[config.mk]
export PLATFORM = sky130hd
export DESIGN_NAME = multicycle_ctrl_flat
export DESIGN_NICKNAME = d
export VERILOG_FILES = /design/src/rtl/ctrl_pkg.sv /design/src/rtl/multicycle_ctrl_if.sv /design/src/rtl/alu_decode.sv /design/src/rtl/multicycle_ctrl.sv /design/src/flat_wrapper.sv
export SDC_FILE = /design/constraint.sdc
export NUM_CORES = 1
export LEC_CHECK = 0
export ABC_CLOCK_PERIOD_IN_PS = 1700
export BUFFER_PORTS_ARGS = -buffer_cell sky130_fd_sc_hd__buf_2
export CAP_MARGIN = 20
export CELL_PAD_IN_SITES_DETAIL_PLACEMENT = 0
export CELL_PAD_IN_SITES_GLOBAL_PLACEMENT = 1
export CORE_ASPECT_RATIO = 0.75
export CORE_MARGIN = 5
export CORE_UTILIZATION = 22
export CTS_CLUSTER_DIAMETER = 60
export DETAILED_ROUTE_END_ITERATION = 8
export PLACE_DENSITY = 0.85
export SYNTH_ARGS = -nofsm -noshare
export SYNTH_HDL_FRONTEND = slang
export SYNTH_SLANG_ARGS = --single-unit
[constraint.sdc]
create_clock -name clk -period 1.7 [get_ports clk]
set_input_delay 0.425 -clock clk [delete_from_list [all_inputs] [get_ports clk]]
set_output_delay 0.425 -clock clk [all_outputs]
set_load 0.05 [all_outputs]
[src/rtl/ctrl_pkg.sv]
// Shared encodings for the multicycle RV controller: FSM states, opcode
// field values (inst[6:2]), ALU operation codes, immediate and write-back selects.
package ctrl_pkg;

  typedef enum logic [2:0] {
    S_FETCH  = 3'd0,
    S_DECODE = 3'd1,
    S_EXEC   = 3'd2,
    S_MEM    = 3'd3,
    S_WB     = 3'd4,
    S_TRAP   = 3'd5
  } state_t;

  // Major opcode, inst[6:2]
  localparam logic [4:0] OPC_LOAD      = 5'b00000;
  localparam logic [4:0] OPC_OP_IMM    = 5'b00100;
  localparam logic [4:0] OPC_AUIPC     = 5'b00101;
  localparam logic [4:0] OPC_OP_IMM_32 = 5'b00110;
  localparam logic [4:0] OPC_STORE     = 5'b01000;
  localparam logic [4:0] OPC_OP        = 5'b01100;
  localparam logic [4:0] OPC_LUI       = 5'b01101;
  localparam logic [4:0] OPC_OP_32     = 5'b01110;
  localparam logic [4:0] OPC_BRANCH    = 5'b11000;
  localparam logic [4:0] OPC_JALR      = 5'b11001;
  localparam logic [4:0] OPC_JAL       = 5'b11011;

  // ALU operation codes (ADD must stay 0: it is the idle/reset value)
  localparam logic [3:0] ALU_ADD   = 4'd0;
  localparam logic [3:0] ALU_SUB   = 4'd1;
  localparam logic [3:0] ALU_SLL   = 4'd2;
  localparam logic [3:0] ALU_SLT   = 4'd3;
  localparam logic [3:0] ALU_SLTU  = 4'd4;
  localparam logic [3:0] ALU_XOR   = 4'd5;
  localparam logic [3:0] ALU_SRL   = 4'd6;
  localparam logic [3:0] ALU_SRA   = 4'd7;
  localparam logic [3:0] ALU_OR    = 4'd8;
  localparam logic [3:0] ALU_AND   = 4'd9;
  localparam logic [3:0] ALU_COPYB = 4'd10;
  localparam logic [3:0] ALU_ADDW  = 4'd11;
  localparam logic [3:0] ALU_SUBW  = 4'd12;
  localparam logic [3:0] ALU_SLLW  = 4'd13;
  localparam logic [3:0] ALU_SRLW  = 4'd14;
  localparam logic [3:0] ALU_SRAW  = 4'd15;

  localparam logic [2:0] IMM_I = 3'd0;
  localparam logic [2:0] IMM_S = 3'd1;
  localparam logic [2:0] IMM_B = 3'd2;
  localparam logic [2:0] IMM_U = 3'd3;
  localparam logic [2:0] IMM_J = 3'd4;

  localparam logic [1:0] WB_MEM = 2'd0;
  localparam logic [1:0] WB_ALU = 2'd1;
  localparam logic [1:0] WB_PC4 = 2'd2;

  // True when the instruction can be executed; branch funct3 010/011 is reserved
  function automatic logic inst_legal(input logic [6:0] op7, input logic [2:0] f3,
                                      input logic is64);
    logic ok;
    ok = 1'b0;
    if (op7[1:0] == 2'b11) begin
      case (op7[6:2])
        OPC_LOAD, OPC_OP_IMM, OPC_AUIPC, OPC_STORE,
        OPC_OP, OPC_LUI, OPC_JAL, OPC_JALR:       ok = 1'b1;
        OPC_BRANCH:                               ok = (f3[2:1] != 2'b01);
        OPC_OP_32, OPC_OP_IMM_32:                 ok = is64;
        default:                                  ok = 1'b0;
      endcase
    end
    return ok;
  endfunction

endpackage

[src/rtl/multicycle_ctrl_if.sv]
// Memory request channel of the controller.
// Handshake: mem_req acts as valid, mem_ack as ready. A request completes on
// the rising edge where both are high; until then mem_req stays high and
// IorD/MemRW stay stable. mem_ack is ignored while mem_req is low.
interface multicycle_ctrl_if;
  logic mem_req;
  logic mem_ack;
  logic MemRW;
  logic IorD;

  modport master (output mem_req, output MemRW, output IorD, input mem_ack);
  modport slave  (input mem_req, input MemRW, input IorD, output mem_ack);
endinterface

[src/rtl/alu_decode.sv]
// Combinational decode of ALU operation and immediate format from the
// opcode, funct3 and inst[30].
module alu_decode
  import ctrl_pkg::*;
#(
  parameter int XLEN = 32
) (
  input  logic [4:0] opcode_i,
  input  logic [2:0] funct3_i,
  input  logic       inst30_i,
  output logic [3:0] alu_sel_o,
  output logic [2:0] imm_sel_o
);

  localparam bit IS64 = (XLEN == 64);

  // inst[30] selects SUB only for register ops; for shifts it picks SRA/SRAI
  always_comb begin
    alu_sel_o = ALU_ADD;
    imm_sel_o = IMM_I;
    case (opcode_i)
      OPC_OP, OPC_OP_IMM: begin
        case (funct3_i)
          3'b000:  alu_sel_o = (opcode_i == OPC_OP && inst30_i) ? ALU_SUB : ALU_ADD;
          3'b001:  alu_sel_o = ALU_SLL;
          3'b010:  alu_sel_o = ALU_SLT;
          3'b011:  alu_sel_o = ALU_SLTU;
          3'b100:  alu_sel_o = ALU_XOR;
          3'b101:  alu_sel_o = inst30_i ? ALU_SRA : ALU_SRL;
          3'b110:  alu_sel_o = ALU_OR;
          default: alu_sel_o = ALU_AND;
        endcase
      end
      OPC_OP_32, OPC_OP_IMM_32: begin
        if (IS64) begin
          case (funct3_i)
            3'b000:  alu_sel_o = (opcode_i == OPC_OP_32 && inst30_i) ? ALU_SUBW : ALU_ADDW;
            3'b001:  alu_sel_o = ALU_SLLW;
            3'b101:  alu_sel_o = inst30_i ? ALU_SRAW : ALU_SRLW;
            default: alu_sel_o = ALU_ADDW;
          endcase
        end
      end
      OPC_LUI: begin
        alu_sel_o = ALU_COPYB;
        imm_sel_o = IMM_U;
      end
      OPC_AUIPC:  imm_sel_o = IMM_U;
      OPC_STORE:  imm_sel_o = IMM_S;
      OPC_BRANCH: imm_sel_o = IMM_B;
      OPC_JAL:    imm_sel_o = IMM_J;
      default:    imm_sel_o = IMM_I;
    endcase
  end

endmodule

[src/rtl/multicycle_ctrl.sv]
// Multicycle RISC-V control FSM: FETCH -> DECODE -> EXEC -> (MEM) -> (WB),
// with a TRAP state for illegal instructions. Strobes are Mealy outputs of the
// state so fetch/memory completion and branch outcome act in the same cycle.
module multicycle_ctrl
  import ctrl_pkg::*;
#(
  parameter int XLEN          = 32,
  parameter int MEM_HANDSHAKE = 1,
  parameter int TRAP_STICKY   = 1
) (
  input  logic               clk,
  input  logic               rst,
  input  logic [31:0]        inst,
  input  logic               BrEq,
  input  logic               BrLt,
  multicycle_ctrl_if.master  mem,
  output logic               IRWrite,
  output logic               PCWrite,
  output logic               PCSel,
  output logic               RegWEn,
  output logic               BrUn,
  output logic               ASel,
  output logic               BSel,
  output logic [1:0]         WBSel,
  output logic [2:0]         ImmSel,
  output logic [3:0]         ALUSel,
  output logic               illegal,
  output logic               halted,
  output state_t             state_o
);

  localparam bit IS64   = (XLEN == 64);
  localparam bit HSHAKE = (MEM_HANDSHAKE != 0);
  localparam bit STICKY = (TRAP_STICKY != 0);

  state_t     state_q;
  logic       illegal_q;
  logic       halted_q;

  logic [4:0] opc;
  logic [2:0] f3;
  logic       ack;
  logic       legal;
  logic       is_load, is_store, is_branch, is_jump;
  logic       br_taken, op_asel, op_bsel;
  logic [3:0] dec_alu;
  logic [2:0] dec_imm;
  logic       mem_req_c, iord_c, memrw_c;
  logic       unused_inst_bits;

  assign opc       = inst[6:2];
  assign f3        = inst[14:12];
  assign ack       = HSHAKE ? mem.mem_ack : 1'b1;
  assign legal     = inst_legal(inst[6:0], f3, IS64);
  assign is_load   = (opc == OPC_LOAD);
  assign is_store  = (opc == OPC_STORE);
  assign is_branch = (opc == OPC_BRANCH);
  assign is_jump   = (opc == OPC_JAL) || (opc == OPC_JALR);
  // funct3[2] picks the BrLt compare, funct3[0] inverts the sense (BNE/BGE/BGEU)
  assign br_taken  = f3[2] ? (BrLt ^ f3[0]) : (BrEq ^ f3[0]);
  assign op_asel   = (opc == OPC_AUIPC) || is_branch || (opc == OPC_JAL);
  assign op_bsel   = !((opc == OPC_OP) || (opc == OPC_OP_32));
  assign unused_inst_bits = ^{inst[31], inst[29:15], inst[11:7]};

  alu_decode #(.XLEN(XLEN)) u_alu_decode (
    .opcode_i  (opc),
    .funct3_i  (f3),
    .inst30_i  (inst[30]),
    .alu_sel_o (dec_alu),
    .imm_sel_o (dec_imm)
  );

  // State sequencing plus the registered illegal pulse and sticky halt flag
  always_ff @(posedge clk or posedge rst) begin
    if (rst) begin
      state_q   <= S_FETCH;
      illegal_q <= 1'b0;
      halted_q  <= 1'b0;
    end else begin
      illegal_q <= 1'b0;
      case (state_q)
        S_FETCH:  if (ack) state_q <= S_DECODE;
        S_DECODE: begin
          if (legal) begin
            state_q <= S_EXEC;
          end else begin
            state_q   <= S_TRAP;
            illegal_q <= 1'b1;
            if (STICKY) halted_q <= 1'b1;
          end
        end
        S_EXEC: begin
          if (is_load || is_store)      state_q <= S_MEM;
          else if (is_branch || is_jump) state_q <= S_FETCH;
          else                          state_q <= S_WB;
        end
        S_MEM:    if (ack) state_q <= is_store ? S_FETCH : S_WB;
        S_WB:     state_q <= S_FETCH;
        S_TRAP:   if (!STICKY) state_q <= S_FETCH;
        default:  state_q <= S_FETCH;
      endcase
    end
  end

  // Datapath controls; everything forced to 0 while rst is high
  always_comb begin
    mem_req_c = 1'b0;
    iord_c    = 1'b0;
    memrw_c   = 1'b0;
    IRWrite   = 1'b0;
    PCWrite   = 1'b0;
    PCSel     = 1'b0;
    RegWEn    = 1'b0;
    BrUn      = 1'b0;
    ASel      = 1'b0;
    BSel      = 1'b0;
    WBSel     = WB_MEM;
    ImmSel    = IMM_I;
    ALUSel    = ALU_ADD;
    if (!rst) begin
      // Operand selects stay stable for the whole execute/memory/write-back span
      if (state_q == S_EXEC || state_q == S_MEM || state_q == S_WB) begin
        ALUSel = dec_alu;
        ImmSel = dec_imm;
        ASel   = op_asel;
        BSel   = op_bsel;
      end
      case (state_q)
        S_FETCH: begin
          mem_req_c = 1'b1;
          if (ack) begin
            IRWrite = 1'b1;
            PCWrite = 1'b1;
          end
        end
        S_EXEC: begin
          if (is_branch) begin
            BrUn = f3[1];
            if (br_taken) begin
              PCWrite = 1'b1;
              PCSel   = 1'b1;
            end
          end else if (is_jump) begin
            RegWEn  = 1'b1;
            WBSel   = WB_PC4;
            PCWrite = 1'b1;
            PCSel   = 1'b1;
          end
        end
        S_MEM: begin
          mem_req_c = 1'b1;
          iord_c    = 1'b1;
          memrw_c   = is_store;
        end
        S_WB: begin
          RegWEn = 1'b1;
          WBSel  = is_load ? WB_MEM : WB_ALU;
        end
        default: ;
      endcase
    end
  end

  assign mem.mem_req = mem_req_c;
  assign mem.IorD    = iord_c;
  assign mem.MemRW   = memrw_c;
  assign illegal     = illegal_q;
  assign halted      = halted_q;
  assign state_o     = state_q;

endmodule

[src/flat_wrapper.sv]
// flat-port wrapper written by rule: the top's interface ports become plain ports
module multicycle_ctrl_flat import ctrl_pkg::*;
#(
  parameter int XLEN          = 32,
  parameter int MEM_HANDSHAKE = 1,
  parameter int TRAP_STICKY   = 1
)
  (clk, rst, inst, BrEq, BrLt, IRWrite, PCWrite, PCSel, RegWEn, BrUn, ASel, BSel, WBSel, ImmSel, ALUSel, illegal, halted, state_o, mem_mem_req, mem_MemRW, mem_IorD, mem_mem_ack);
  multicycle_ctrl_if mem_i ();
  input  logic clk;
  input  logic rst;
  input  logic [31:0] inst;
  input  logic BrEq;
  input  logic BrLt;
  output logic IRWrite;
  output logic PCWrite;
  output logic PCSel;
  output logic RegWEn;
  output logic BrUn;
  output logic ASel;
  output logic BSel;
  output logic [1:0] WBSel;
  output logic [2:0] ImmSel;
  output logic [3:0] ALUSel;
  output logic illegal;
  output logic halted;
  output state_t state_o;
  output wire logic [$bits(mem_i.mem_req)-1:0] mem_mem_req;
  output wire logic [$bits(mem_i.MemRW)-1:0] mem_MemRW;
  output wire logic [$bits(mem_i.IorD)-1:0] mem_IorD;
  input wire logic [$bits(mem_i.mem_ack)-1:0] mem_mem_ack;
  assign mem_mem_req = mem_i.mem_req;
  assign mem_MemRW = mem_i.MemRW;
  assign mem_IorD = mem_i.IorD;
  assign mem_i.mem_ack = mem_mem_ack;
  multicycle_ctrl #(.XLEN(XLEN), .MEM_HANDSHAKE(MEM_HANDSHAKE), .TRAP_STICKY(TRAP_STICKY)) u_core (.clk(clk), .rst(rst), .inst(inst), .BrEq(BrEq), .BrLt(BrLt), .mem(mem_i), .IRWrite(IRWrite), .PCWrite(PCWrite), .PCSel(PCSel), .RegWEn(RegWEn), .BrUn(BrUn), .ASel(ASel), .BSel(BSel), .WBSel(WBSel), .ImmSel(ImmSel), .ALUSel(ALUSel), .illegal(illegal), .halted(halted), .state_o(state_o));
endmodule
After elaboration in Yosys (flattened, before gate mapping)
Index checks and enable logic that the tools add are counted.
- bits in registers: 5
- input bits: 37
- word-level logic and storage cells: 102
- eq/ne operators: 24
- mux-type cells: 52
- bitwise operators: 4
- reduce and logical (&&, ||, !) cells: 19
- operators with widths (operator ; number):
    1-bit two-way mux ; 31
    4-bit case mux with 7 select lines ; 1
    3-bit two-way mux ; 8
    5-bit by 4-bit == test with 1-bit output (second input constant) ; 4
    3-bit == test (second input constant) ; 5
    5-bit == test (second input constant) ; 3
    3-bit case mux with 5 select lines ; 1
    3-bit by 2-bit == test with 1-bit output (second input constant) ; 4
    3-bit case mux with 4 select lines ; 1
    5-bit by 3-bit == test with 1-bit output (second input constant) ; 2
    1-bit logical OR ; 8
    4-bit two-way mux ; 2
    4-bit case mux with 2 select lines ; 1
    8-bit OR reduction ; 1
    3-bit by 1-bit == test with 1-bit output (second input constant) ; 2
    3-bit logical NOT ; 2
    2-bit two-way mux ; 3
    1-bit case mux with 2 select lines ; 3
    2-bit OR reduction ; 3
    5-bit logical NOT ; 1
    2-bit inequality test (second input constant) ; 2
    2-bit case mux with 2 select lines ; 1
    3-bit AND reduction ; 1
    2-bit == test (second input constant) ; 1
    6 further kinds ; 8

Depth between registers and ports, before layout
- depth after elaboration: 7
- gate-level depth with buffers: 5
- mapped depth without buffers: 4

Cells and area by module
From an unflattened synthesis, not the netlist that was laid out.
- cells, all modules: 105
- area, all modules: 789.5 um^2
- by module, submodules not included (module ; instances ; cells each ; area each (um^2) ; seq. area each (um^2)):
    multicycle_ctrl ; 1 ; 80 ; 615.6 ; 125.1
    alu_decode ; 1 ; 25 ; 173.9 ; 0.0

Worst setup path before layout
Ideal clock, no wire load.
- path kind: reg2out
- start: register u_core.state_q[2] (netlist: u_core.state_o[2])
- end: output ALUSel[2]
- data arrival time: 2702 ps
- data required time: 1275 ps
- slack: -1427 ps
- stages on the path, launching flop included: 6
- cell sequence: dfrtp_1 > buf_4 > or3b_4 > a21oi_4 > nand3_4 > a211oi_1
- longest elaborated chain between the ends: 5
- elaborated cells between the ends (all ways): 7
- RTL lines (what ; line ; text):
    start, declared ; multicycle_ctrl.sv:36 ; state_t state_q;
    start signal, assigned ; multicycle_ctrl.sv:97 ; S_MEM: if (ack) state_q <= is_store ? S_FETCH : S_WB;
    3-bit by 2-bit == test with 1-bit output ; multicycle_ctrl.sv:122 ; if (state_q == S_EXEC || state_q == S_MEM || state_q == S_WB) begin
    1-bit logical OR ; multicycle_ctrl.sv:122 ;
    1-bit logical OR (*) ; multicycle_ctrl.sv:122 ;
    4-bit two-way mux (*) ; multicycle_ctrl.sv:122 ;
    4-bit two-way mux (*) ; multicycle_ctrl.sv:120 ; if (!rst) begin
    end, declared ; flat_wrapper.sv:24 ; output logic [3:0] ALUSel;
Mark *: on every way between the ends. The rest lies on a longest branch, timed or not.

Final worst setup path
- start: register u_core.state_q[0] (netlist: u_core.state_o[0])
- end: output ALUSel[2]
Same word-level chain as after synthesis.

==> qor.csv <==
metric,value,unit
crit_fanout,3,
ys_types,44,
vdd_ir_drop_max,0.594,mV
fin_cells,212,
max_freq,441,MHz
critical-path-slowest-cell,dfrtp_2,
rr_startpoint,u_core.state_o[1],
antenna_left,0,
multi_input_area,769,sq um
setup.worst_path.start,u_core.state_o[0],
antenna_found_initial,0,
slowest_delay,0.41,ns
status,"finished, violations left",
p_total,1.55,mW
drc,0,
final_common_cell,buf_4,
crit_chain,or3b_4 > a21oi_4 > nand3_4 > buf_6 > a211oi_2 > buf_6,
maxSlewHeadroom,0.754,
num_rows,17,
cts_tree,yes,
htreeDepth,1,
portBuffers,39,
period_needed,2.27,ns
timing.final.crit_share,1.34,
failed_checks,negative setup slack,
maxCapViolations,0,
start_util,0.236,
synth_edf_count,0,
postSynth.asyncResetShare,1.00,
drt-pass1-iter-count,4,
final_cell_area,1690,sq um
startpoint_type,register,
viasPerCell,4.87,
hold_buffers,0,
power_density,916,nW/um^2
path_delay_family,simple AND/OR/NAND/NOR gates,
rsz0062_at_grt,yes,
dp_slack,-0.419,ns
dp_hpwl,2330,um
grtUsageTotal,0.135,
skew,0.00116,ns
fin_setup_tns,-5.54,ns
synth-seq-cells,5,
placed_area,1320,sq um
p_sw,0.730,mW
end_kind,output port,
seqPwrFrac,0.126,
pwr-share-comb,0.737,
die_h,59.3,um
crit_top_cell,buf_6,
via_count,1033,
area_growth_syn_to_layout,136,%
synth_nets,133,
drive_gt1_frac,0.701,
cts_buffers,3,
ys_warn_count,0,
gp_congestion,0.784,
clockBufferDepth,2,
swShare,0.473,
die-area,4490,sq um
netlist_instances,96,
power_leakage,0.716,nW
seq_area_frac_synth,0.175,
wl,3100,um
drt_iter0_drc,40,
final_core_util,0.558,
grt_max_degree,14,
grt-ovfl-total,0,
core,3020,sq um
regArea,129,sq um
p_clk_frac,0.137,
cp.arrival,1.85,ns
grt_pass1_wl,4700,um
hold_ws,0.462,ns
critPathKind,register to output port,
cts.sinks,5,
critPathBufInv,2,
num-fill-cells,238,
insertion_delay,0.22,ns
dp_cells,202,
syn_avg_cell_area,7.43,sq um
setup_slack,-0.570,ns
syn_area,713,sq um
fin_nets,212,
final_cell_mix,"buf_4, buf_6, buf_2, nor2_4, nand2_1",
path_clk_slew,0.03,ns
grt_pass1_vias,1031,
tightest_slew,0.364,ns
ctsRootBufferMaster,clkbuf_8,
io_pins,61,
wl_per_cell,14.6,um
synthFlopType,dfrtp_1,
p_int,0.815,mW
die_w,75.7,um
setup_viol_count_final,19,
hold_violations,0,
antenna_cells,0,
hold_path.class,primary input to asynchronous set/reset pin,
required,1.27,ns
finalMaxSlewViolations,0,
==> repair_timing <==
action | 4_1_cts | 5_1_grt
pin swaps | 6 | 7
setup buffers | 2 | 4
endpoints found under the setup margin | 19 | 21
gates resized for setup | 62 | 13
==> layer usage <==
layer,part of all wire,track usage,vias to the layer above
met5,0,0,-
met3,0.048,0.0153,6
li1,-,-,512
met2,0.52,0.240,28
met1,0.41,0.161,487
met4,0.022,0.0623,0
==> cell families (layout without fill, tap and decap cells) <==
logic type	count (synthesis)	count (layout)	synth area share
simple gates	52	52	0.409
compound gates	23	23	0.270
buf+inv	10	88	0.0632
flops	5	5	0.175
mux	4	4	0.0579
xor+xnor	2	2	0.0246
==> cell type report <==
class,instances,share of cell area
Clock buffer,4,0.0267
Inverter,5,0.0126
Multi-Input combinational cell,81,0.456
Sequential cell,5,0.0764
Tap cell,38,0.0282
Timing Repair Buffer,79,0.400
==> sequential cells by signal, summed over array words and instances (netlist names) <==
name and count:
u_core.illegal 1, u_core.state_o 3, u_core.halted 1
==> synth_stat cells, types with 2 or more instances <==
cell	n	area, sq um
dfrtp_1	5	125
buf_2	3	15.0
a21oi_1	4	20.0
nand3_1	2	10.0
inv_1	3	11.3
nor2_1	13	48.8
nand2b_1	5	31.3
nor3_1	3	15.0
inv_2	2	7.51
a211oi_1	2	15.0
nor4_1	2	12.5
nand3b_1	3	22.5
o21ai_0	3	15.0
mux2i_1	3	30.0
nand2_1	10	37.5
and3_1	4	25.0
nor2b_1	2	12.5
==> worst paths after layout <==
| kind | end | cells past startpoint | slack, ns |
|---|---|---|---|
| setup / recovery | ALUSel[2] | 6 | -0.57 |
| hold / removal | u_core.halted | 4 | 0.46 |
| setup reg to reg | u_core.state_o[1] | 7 | 0.38 |
| hold reg to reg | u_core.halted | 2 | 0.49 |
| max in group asynchronous | u_core.state_o[1] | 4 | 1.12 |
| min in group clk | u_core.halted | 2 | 0.49 |
==> worst register-to-register path: stages, from the launching register on <==
cell and delay (ns):
dfrtp_2 0.39, buf_4 0.18, inv_4 0.08, buf_4 0.11, nand2_1 0.06, buf_4 0.14
nor3_1 0.13, o21ba_1 0.15
==> power groups by stage <==
| stage | combinational, mW | clock [mW] | sequential [mW] |
|---|---|---|---|
| 5_1_grt | 1.20 | 0.230 | 0.200 |
| 3_5_place_dp | 0.865 | 0 | 0.184 |
| 3_3_place_gp | 0.855 | 0 | 0.180 |
| 6_report | 1.14 | 0.212 | 0.195 |
| 2_1_floorplan | 0.502 | 0 | 0.320 |
| 4_1_cts | 0.990 | 0.218 | 0.187 |
Power figures use the tool's default switching activity.
